===== config.mk =====
export PLATFORM = sky130hd
export DESIGN_NAME = panxi_spsram_arb2
export DESIGN_NICKNAME = d
export VERILOG_FILES = /design/src/rtl/panxi_spsram_arb2.sv
export SDC_FILE = /design/constraint.sdc
export NUM_CORES = 1
export LEC_CHECK = 0
export ABC_AREA = 1
export CORE_AREA = 2 2 98 100
export DETAILED_ROUTE_END_ITERATION = 7
export DIE_AREA = 0 0 100 102
export GPL_ROUTABILITY_DRIVEN = 0
export PLACE_DENSITY = 0.84
export SETUP_SLACK_MARGIN = 0.05
export SYNTH_ARGS = -nofsm -noshare
export SYNTH_HDL_FRONTEND = slang
export SYNTH_SLANG_ARGS = --single-unit

===== constraint.sdc =====
create_clock -name aclk -period 7.6 [get_ports aclk]
set_input_delay 1.52 -clock aclk [delete_from_list [all_inputs] [get_ports aclk]]
set_output_delay 1.52 -clock aclk [all_outputs]
set_load 0.05 [all_outputs]

===== src/rtl/panxi_spsram_arb2.sv =====
// Two-requester arbiter for one single-port SRAM macro: data port has priority,
// instruction fetch is protected from starvation by a bounded wait counter.
module panxi_spsram_arb2 #(
    parameter int ADDR_WIDTH = 10,
    parameter int DATA_WIDTH = 32,
    parameter int MAX_WAIT   = 4
) (
    input  logic                      aclk,
    input  logic                      arst,
    input  logic                      i_req,
    input  logic [ADDR_WIDTH-1:0]     i_addr,
    output logic                      i_gnt,
    output logic                      i_rvalid,
    output logic [DATA_WIDTH-1:0]     i_rdata,
    input  logic                      d_req,
    input  logic                      d_we,
    input  logic [DATA_WIDTH/8-1:0]   d_be,
    input  logic [ADDR_WIDTH-1:0]     d_addr,
    input  logic [DATA_WIDTH-1:0]     d_wdata,
    output logic                      d_gnt,
    output logic                      d_rvalid,
    output logic [DATA_WIDTH-1:0]     d_rdata,
    output logic                      cen,
    output logic [ADDR_WIDTH-1:0]     aaddr,
    output logic [DATA_WIDTH-1:0]     adata_xi,
    output logic                      gwen,
    output logic [DATA_WIDTH-1:0]     awen,
    input  logic [DATA_WIDTH-1:0]     adata_xo
);

    localparam int         BE_WIDTH     = DATA_WIDTH / 8;
    localparam logic [3:0] MAX_WAIT_CNT = 4'(MAX_WAIT);

    typedef enum logic [1:0] {
        TAG_NONE,
        TAG_I,
        TAG_D
    } tag_t;

    tag_t                  tag_q;
    tag_t                  tag_next;
    logic [3:0]            wait_cnt;
    logic [3:0]            wait_cnt_next;
    logic [DATA_WIDTH-1:0] i_hold;
    logic [DATA_WIDTH-1:0] d_hold;
    logic                  d_win;

    // D wins unless I has already been denied MAX_WAIT cycles in a row.
    always_comb begin
        d_win = d_req && (!i_req || (wait_cnt < MAX_WAIT_CNT));
        d_gnt = !arst && d_win;
        i_gnt = !arst && i_req && !d_win;
    end

    always_comb begin
        wait_cnt_next = 4'd0;
        if (i_req && !i_gnt) begin
            wait_cnt_next = (wait_cnt < MAX_WAIT_CNT) ? wait_cnt + 4'd1 : wait_cnt;
        end
    end

    // The tag remembers which port owns the read data arriving next cycle.
    always_comb begin
        tag_next = TAG_NONE;
        if (i_gnt) begin
            tag_next = TAG_I;
        end else if (d_gnt && !d_we) begin
            tag_next = TAG_D;
        end
    end

    always_ff @(posedge aclk or posedge arst) begin
        if (arst) begin
            tag_q    <= TAG_NONE;
            wait_cnt <= 4'd0;
        end else begin
            tag_q    <= tag_next;
            wait_cnt <= wait_cnt_next;
        end
    end

    always_ff @(posedge aclk or posedge arst) begin
        if (arst) begin
            i_hold <= '0;
            d_hold <= '0;
        end else begin
            if (i_rvalid) i_hold <= adata_xo;
            if (d_rvalid) d_hold <= adata_xo;
        end
    end

    assign i_rvalid = (tag_q == TAG_I);
    assign d_rvalid = (tag_q == TAG_D);
    assign i_rdata  = i_rvalid ? adata_xo : i_hold;
    assign d_rdata  = d_rvalid ? adata_xo : d_hold;

    // Byte strobes expand to the macro's active-low per-bit write enables.
    always_comb begin
        cen      = 1'b1;
        gwen     = 1'b1;
        awen     = '1;
        aaddr    = d_gnt ? d_addr : i_addr;
        adata_xi = d_wdata;
        if (d_gnt) begin
            cen = 1'b0;
            if (d_we) begin
                gwen = 1'b0;
                for (int k = 0; k < BE_WIDTH; k++) begin
                    awen[8*k +: 8] = {8{~d_be[k]}};
                end
            end
        end else if (i_gnt) begin
            cen = 1'b0;
        end
    end

endmodule


[Word level (Yosys, flattened, before mapping)]
Cells that the tools add are included.
Operators by class
  bitwise gates (word level): 4
  equal/unequal tests: 3
  multiplexer cells: 13
  reductions and logical operators: 12
  $add $sub $neg: 1
  magnitude comparators: 1
Operator list (count)
  32-bit 2-to-1 mux: 4
  10-bit 2-to-1 mux: 1
  4-bit 2-to-1 mux: 2
  1-bit logical AND: 6
  1-bit logical NOT: 5
  4-bit by 1-bit adder with 4-bit output (second input constant): 1
  4-bit by 3-bit < comparator with 1-bit output (second input constant): 1
  1-bit 2-to-1 mux: 4
  2-bit 2-to-1 mux: 2
  1-bit NOT: 4
  2-bit by 1-bit == test with 1-bit output (second input constant): 1
  2-bit == test (second input constant): 1
  2-bit by 1-bit inequality test with 1-bit output (second input constant): 1
  1-bit logical OR: 1
Storage, ports and cells
  output and inout bits: 144
  register bits: 70
  bits of input ports: 93
  word-level logic and storage cells: 38

[Logic depth before layout (Yosys ltp)]
Gate-level depths: netlist of run 1.
  depth in word-level cells: 8
  depth in mapped cells: 6

[Worst setup path after synthesis of run 1]
OpenSTA, ideal clock, no wires.
  path kind: input -> output
  start: input arst
  end: output awen[10]
  arrival: 3.504 ns
  data required time: 6.080 ns
  slack: 2.576 ns
  stages on the path: 5
  cells stage by stage: inv_2 nand3_2 nor2_2 nand2_1 buf_4
Between the ends
  word-level cells in the longest chain between the ends: 3
Ends and longest elaborated chain
  from (decl): RTL line 9  | input logic arst,
  1-bit logical NOT (no source line)
  1-bit logical AND: RTL line 51  | d_gnt = !arst && d_win;
  32-bit 2-to-1 mux: RTL line 104  | if (d_gnt) begin
  to (decl): RTL line 27  | output logic [DATA_WIDTH-1:0] awen,
Every way passes these cells.

[Final worst setup path of run 1]
  start: input i_req
  end: output awen[10]
Between the ends
  word-level cells in the longest chain between the ends: 5
Ends and longest elaborated chain
  from (decl): RTL line 10  | input logic i_req,
  1-bit logical NOT: RTL line 50  | d_win = d_req && (!i_req || (wait_cnt < MAX_WAIT_CNT));
  1-bit logical OR: RTL line 50
  1-bit logical AND: RTL line 50
  1-bit logical AND: RTL line 51
  32-bit 2-to-1 mux: RTL line 104
Every way passes these cells.

==> flow_summary.yaml, run 1 <==
run_status:
  status: "finished, final reports clean"
sta:
  worstMarginPinSlew_ns: 1.14
  hold_slack_ns: 0.500
  finalCriticalPeriod_ns: 5.18
  hold_violations: 0
  timing.fmax_mhz: 193
  fin_skew_ns: 0.00909
  setup_viol: 0
  fin_crit_sh_pct: 68.1
  slew_viol_final: 0
  setup_tns_ns: 0
  rsz0062_at_grt: "no"
  max-slew-margin-rel_pct: 23.8
clocking:
  cts_tree: "built"
  cts_max_path_buffers: 2
  hold_buffers: 0
  clockRootBuffer: "clkbuf_8"
  post_cts_buffers: 0
  path_clk_slew_ns: 0.07
  clk_latency_ns: 0.33
  clock-sinks: 70
  numCtsBuffers: 9
  cts_resized: 0
  htree_levels: 3
finish:
  antenna_cells: 0
  fin_nets: 575
  drive_above_1_share_pct: 5.36
  area_growth_pct: 48.0
power_and_ir_drop:
  power.leakage_uw: 0.00229
  power_density_nw_per_um2: 290
  ir_worst_vdd_mv: 0.109
place:
  io_buffers: 172
  dp_hpwl_mm: 6.05
logic_synthesis:
  synthTopCellsByArea: "dfrtp_1, buf_4, nand2_1"
  synth.mux.area_fraction_pct: 0
  synth_top_family_by_area: "buffers and inverters"
  synthAdderAreaFrac_pct: 0.382
  syn_avg_cell_area_um2: 8.80
  synth-simple-area-share_pct: 14.0
  yosysUniqueCellTypes: 20
  synth_compound_area_share_pct: 11.0
  yosysTopAreaCell: "dfrtp_1"
  yosys_warnings: 0
  synth_seq_cells: 70
  synthXorXnorAreaFrac_pct: 0
  synth_area_um2: 3270
  syn_nets: 466
  ys_seq_area_share_pct: 53.5
  synth.top_cell.area_share_pct: 53.5
  syn-instance-count: 372
setup_path:
  crit_type: "in -> out"
  path_common_cell: "clkdlybuf4s50_1"
  startpoint: "i_req"
  crit_slowest_cell: "clkdlybuf4s50_1"
  crit_family: "buffers and inverters"
  crit_arrival_ns: 3.66
  r2r_start: "tag_q[1]$_DFF_PP0_"
  path_buf_inv: 2
  path_max_fanout: 12
  cp_cell_sequence: "clkdlybuf4s50_1, o21ai_4, nand3_2, nor2_2, nand2_1, clkdlybuf4s50_1"
  cp-start-kind: "input pin"
  cp-end-kind: "primary output"
  cp_data_required_time_ns: 6.08
  critPathMaxStageDelay_ns: 0.77
routing:
  wl_per_cell_um: 13.7
  via_count: 2679
  dr.pass1.iters: 4
  postRouteAntennaNets: 0
  wl_mm: 8.14
  remaining_drc_errors: 0
  via_per_inst: 4.49
  first_iter_violations: 78
global_routing:
  grt_pass1_wl_mm: 12.3
  grt_pass1_vias: 2653
  grt_usage_pct: 15.5
  grt_max_degree: 73
  antenna_found_initial: 0
  gr-total-overflow: 0
floorplan:
  start_util_pct: 35.9
  core_um2: 9110
  ios: 237
  die_w_um: 100
  row_count: 35
  dieArea_um2: 10200
  fp.dieH_um: 102
hold_path:
  worstHoldStart: "i_hold[30]$_DFF_PP0_"
  hp-class: "reg -> reg"
run:
  drv_cap: 0
==> stage by stage <==
| step | std cells | setup slack, ns | power (µW) | area, µm² | util (%) |
|---|---|---|---|---|---|
| 5_1_grt | 596 | 2.28 | 1470 | 4850 | 53.2 |
| 3_3_place_gp | 581 | 2.48 | 1050 | 4610 | 50.6 |
| 4_1_cts | 596 | 2.40 | 1420 | 4850 | 53.2 |
| 3_5_place_dp | 581 | 2.41 | 1070 | 4610 | 50.6 |
| 6_report | 596 | 2.42 | 1400 | 4850 | 53.2 |
| 2_1_floorplan | 372 | 2.58 | 902 | 3270 | - |
==> per-layer routing <==
| layer | GRT usage [%] | vias to the layer above | wire length [µm] |
|---|---|---|---|
| li1 | - | 1307 | - |
| met2 | 26.7 | 156 | 4100 |
| met4 | 5.58 | 0 | 109 |
| met5 | 0 | - | 0 |
| met3 | 6.02 | 11 | 737 |
| met1 | 17.5 | 1205 | 3190 |
==> where the power goes <==
group / internal, µW / total, µW / switching, µW / leakage, µW
logic: 190 / 594 / 405 / 0.00131
clock network: 216 / 348 / 132 / 0.000115
registers: 442 / 461 / 19.4 / 0.000865
==> cell usage after synthesis, drive strengths merged <==
| library cell | instances |
|---|---|
| ha | 1 |
| o211ai | 1 |
| buf | 72 |
| nand3 | 1 |
| inv | 42 |
| clkbuf | 3 |
| nor2 | 9 |
| o21ai | 67 |
| dfrtp | 70 |
| nand2 | 104 |
| nor3 | 1 |
| a21oi | 1 |
==> final timing paths <==
kind / to / slack [ns] / depth (start not counted)
setup / recovery: awen[10] / 2.42 / 6
hold / removal: i_hold[30]$_DFF_PP0_ / 0.50 / 2
setup reg to reg: i_hold[24]$_DFF_PP0_ / 5.79 / 3
hold reg to reg: i_hold[30]$_DFF_PP0_ / 0.50 / 2
max in group asynchronous: d_hold[10]$_DFF_PP0_ / 5.07 / 3
min in group asynchronous: d_hold[29]$_DFF_PP0_ / 1.96 / 3
==> registers in the layout, indices dropped and copies added (netlist names) <==
register  count
wait_cnt      4
i_hold       32
d_hold       32
tag_q         2
==> logic make-up (layout without fill, tap and decap cells) <==
| family | after synthesis | count (layout) |
|---|---|---|
| adders and majority gates | 1 | 1 |
| DFF | 70 | 70 |
| AOI/OAI and AO/OA | 69 | 69 |
| buffers and inverters | 117 | 230 |
| and+or+nand+nor | 115 | 115 |
==> cell type report <==
| cell class | instances | area [µm²] |
|---|---|---|
| timing repair buffer | 173 | 1730 |
| clock inverter | 6 | 111 |
| tap | 111 | 139 |
| clock buffer | 9 | 124 |
| sequential | 70 | 1750 |
| inverter | 42 | 158 |
| multi-input combinational | 185 | 833 |
| fill | 830 | 4260 |
==> worst min-delay path: stages, from the launching register on <==
cell and delay (ns):
dfrtp_1 0.32, nand2_1 0.04, o21ai_0 0.09
==> cells in the final DEF (no fill, tap or decap), types with 2 or more instances in the layout <==
| cell type | instances |
|---|---|
| clkbuf_8 | 9 |
| dfrtp_1 | 70 |
| nor2_1 | 6 |
| nor2_2 | 2 |
| inv_1 | 39 |
| bufinv_16 | 3 |
| nand2_1 | 102 |
| clkdlybuf4s50_1 | 172 |
| o21ai_0 | 28 |
| inv_2 | 3 |
| o21ai_1 | 38 |
Power figures use the tool's default switching activity.
==> run 2: changes to the inputs <==
--- a/config.mk
+++ b/config.mk
@@ -6,11 +6,11 @@
 export NUM_CORES = 1
 export LEC_CHECK = 0
 export ABC_AREA = 1
-export CORE_AREA = 2 2 98 100
+export CORE_AREA = 2 2 106 108
 export DETAILED_ROUTE_END_ITERATION = 7
-export DIE_AREA = 0 0 100 102
+export DIE_AREA = 0 0 108 110
 export GPL_ROUTABILITY_DRIVEN = 0
-export PLACE_DENSITY = 0.84
+export PLACE_DENSITY = 0.76
 export SETUP_SLACK_MARGIN = 0.05
 export SYNTH_ARGS = -nofsm -noshare
 export SYNTH_HDL_FRONTEND = slang
==> constraint.sdc (replaced) <==
create_clock -name aclk -period 4.45 [get_ports aclk]
set_input_delay 0.89 -clock aclk [delete_from_list [all_inputs] [get_ports aclk]]
set_output_delay 0.89 -clock aclk [all_outputs]
set_load 0.05 [all_outputs]
==> run 2 against run 1 <==
  * First-iteration DRC count up 100%
  * Register-to-register slack got worse by 3.0 ns
  * Wire length increased by 2.0%
  * Non-clock buffer count grew 3
  * Core utilization fell by 8.9 points
  * Critical endpoint is now d_rdata[3]
  * Clock power is 30% higher
  * Clock-buffer cell count increased by 3
  * Power grew 61%
  * Design area down 2.2%
==> flow_summary.yaml, run 2 (synthesized netlist as in run 1, its figures left out) <==
sta:
  hold_violations: 0
  setup_tns_ns: 0
  max-slew-margin-rel_pct: 41.8
  finalCriticalPeriod_ns: 3.62
  hold_slack_ns: 0.502
  timing.fmax_mhz: 276
  slew_viol_final: 0
  fin_skew_ns: 0.00780
  fin_crit_sh_pct: 81.4
  setup_viol: 0
  worstMarginPinSlew_ns: 0.874
  rsz0062_at_grt: "no"
power_and_ir_drop:
  total_power_uw: 2250
  p_comb_share_pct: 44.9
  p_int_uw: 1300
  swShare_pct: 42.2
  ir_worst_vdd_mv: 0.194
  clockPowerShare_pct: 20.2
  power.leakage_uw: 0.00227
  power_density_nw_per_um2: 476
  power.switching_uw: 950
  p_seq_share_pct: 34.9
clocking:
  clock-sinks: 70
  htree_levels: 3
  cts_max_path_buffers: 2
  numCtsBuffers: 9
  hold_buffers: 0
  clockRootBuffer: "clkbuf_8"
  path_clk_slew_ns: 0.07
  cts_tree: "built"
  post_cts_buffers: 0
  cts_resized: 0
  clk_latency_ns: 0.33
finish:
  final_cell_mix: "clkdlybuf4s50_1, nand2_1, dfrtp_1"
  fin_area_um2: 4740
  reg_top3: "d_hold (32), i_hold (32), wait_cnt (4)"
  final_common_cell: "clkdlybuf4s50_1"
  stdcell_count: 628
  area_growth_pct: 44.7
  fin_nets: 578
  drive_above_1_share_pct: 14.5
  antenna_cells: 0
global_routing:
  grt_pass1_wl_mm: 12.6
  grt_usage_pct: 13.7
  grt_max_degree: 73
  gr-total-overflow: 0
  antenna_found_initial: 0
  grt_pass1_vias: 2626
place:
  dp_hpwl_mm: 6.32
  placed_cell_area_um2: 4560
  dp_cells: 613
  io_buffers: 172
floorplan:
  start_util_pct: 30.6
  dieArea_um2: 11900
  fp.dieH_um: 110
  row_count: 38
  ios: 237
  die_w_um: 108
  core_um2: 10700
routing:
  wl_mm: 8.31
  via_per_inst: 4.29
  first_iter_violations: 158
  postRouteAntennaNets: 0
  remaining_drc_errors: 0
  dr.pass1.iters: 5
  via_count: 2691
  wl_per_cell_um: 13.2
setup_path:
  path_max_fanout: 40
  rrSetupSlack_ns: 2.80
  critPathMaxStageDelay_ns: 0.87
  startpoint: "tag_q[1]$_DFF_PP0_"
  cp_data_required_time_ns: 3.56
  cp-end-kind: "primary output"
  worstRegToRegCells: 6
  crit_type: "reg -> out"
  cp-start-kind: "register"
  r2r_start: "tag_q[1]$_DFF_PP0_"
  crit_arrival_ns: 2.73
  path_common_cell: "inv_2"
  crit_end: "d_rdata[3]"
  crit_slowest_cell: "clkdlybuf4s50_1"
  cp_cell_sequence: "inv_2, nor2_2, inv_2, buf_4, nand2_1, o21ai_0, clkdlybuf4s50_1"
  worstReg2RegEnd: "d_hold[3]$_DFF_PP0_"
hold_path:
  hp-class: "reg -> reg"
run:
  drv_cap: 0
run_status:
  status: "finished, final reports clean"
==> run 2: worst min path at each step <==
stage / start / endpoint / cells past startpoint
after floorplan: wait_cnt[1]$_DFFE_PP0P_ / wait_cnt[1]$_DFFE_PP0P_ / 2
after detailed placement: d_hold[15]$_DFF_PP0_ / d_hold[15]$_DFF_PP0_ / 2
after global placement: wait_cnt[1]$_DFFE_PP0P_ / wait_cnt[1]$_DFFE_PP0P_ / 2
final: i_hold[19]$_DFF_PP0_ / i_hold[19]$_DFF_PP0_ / 2
after global routing: d_hold[16]$_DFF_PP0_ / d_hold[16]$_DFF_PP0_ / 2
after CTS: d_hold[15]$_DFF_PP0_ / d_hold[15]$_DFF_PP0_ / 2
==> run 2: cell type report <==
cell class / count / area [µm²]
well taps: 140 / 175
inverters: 42 / 158
repair buffers: 176 / 1640
flip-flops and latches: 70 / 1750
clock inverters: 3 / 20.0
multi-input cells: 185 / 833
fillers: 1023 / 5960
clock buffers: 12 / 155
==> run 2: power by group through the flow <==
stage | Sequential [µW] | Clock, µW | Combinational (µW)
2_1_floorplan | 792 | 0 | 748
5_1_grt | 800 | 502 | 1070
6_report | 787 | 454 | 1010
3_3_place_gp | 793 | 0 | 1010
4_1_cts | 788 | 475 | 1020
3_5_place_dp | 800 | 0 | 1020
==> run 2: routing by layer <==
| layer | up-vias | track usage, % | wire, µm |
|---|---|---|---|
| met5 | - | 0 | 0 |
| met1 | 1239 | 14.5 | 3150 |
| met3 | 11 | 5.35 | 721 |
| met4 | 0 | 4.85 | 137 |
| li1 | 1309 | - | - |
| met2 | 132 | 24.9 | 4300 |
==> run 2: through the flow <==
| step | worst slack, ns | util (%) |
|---|---|---|
| 2_1_floorplan | 0.686 | - |
| 3_3_place_gp | 0.895 | 42.6 |
| 3_5_place_dp | 0.878 | 42.6 |
| 4_1_cts | 0.762 | 44.3 |
| 5_1_grt | 0.598 | 44.3 |
| 6_report | 0.830 | 44.3 |
==> run 2: worst max-delay path, delay by kind of cell, from the launching register on <==
kind            cells  cell delay [ns]
compound gates      1             0.14
simple gates        2             0.13
flops               1             0.38
buf+inv             4             1.75
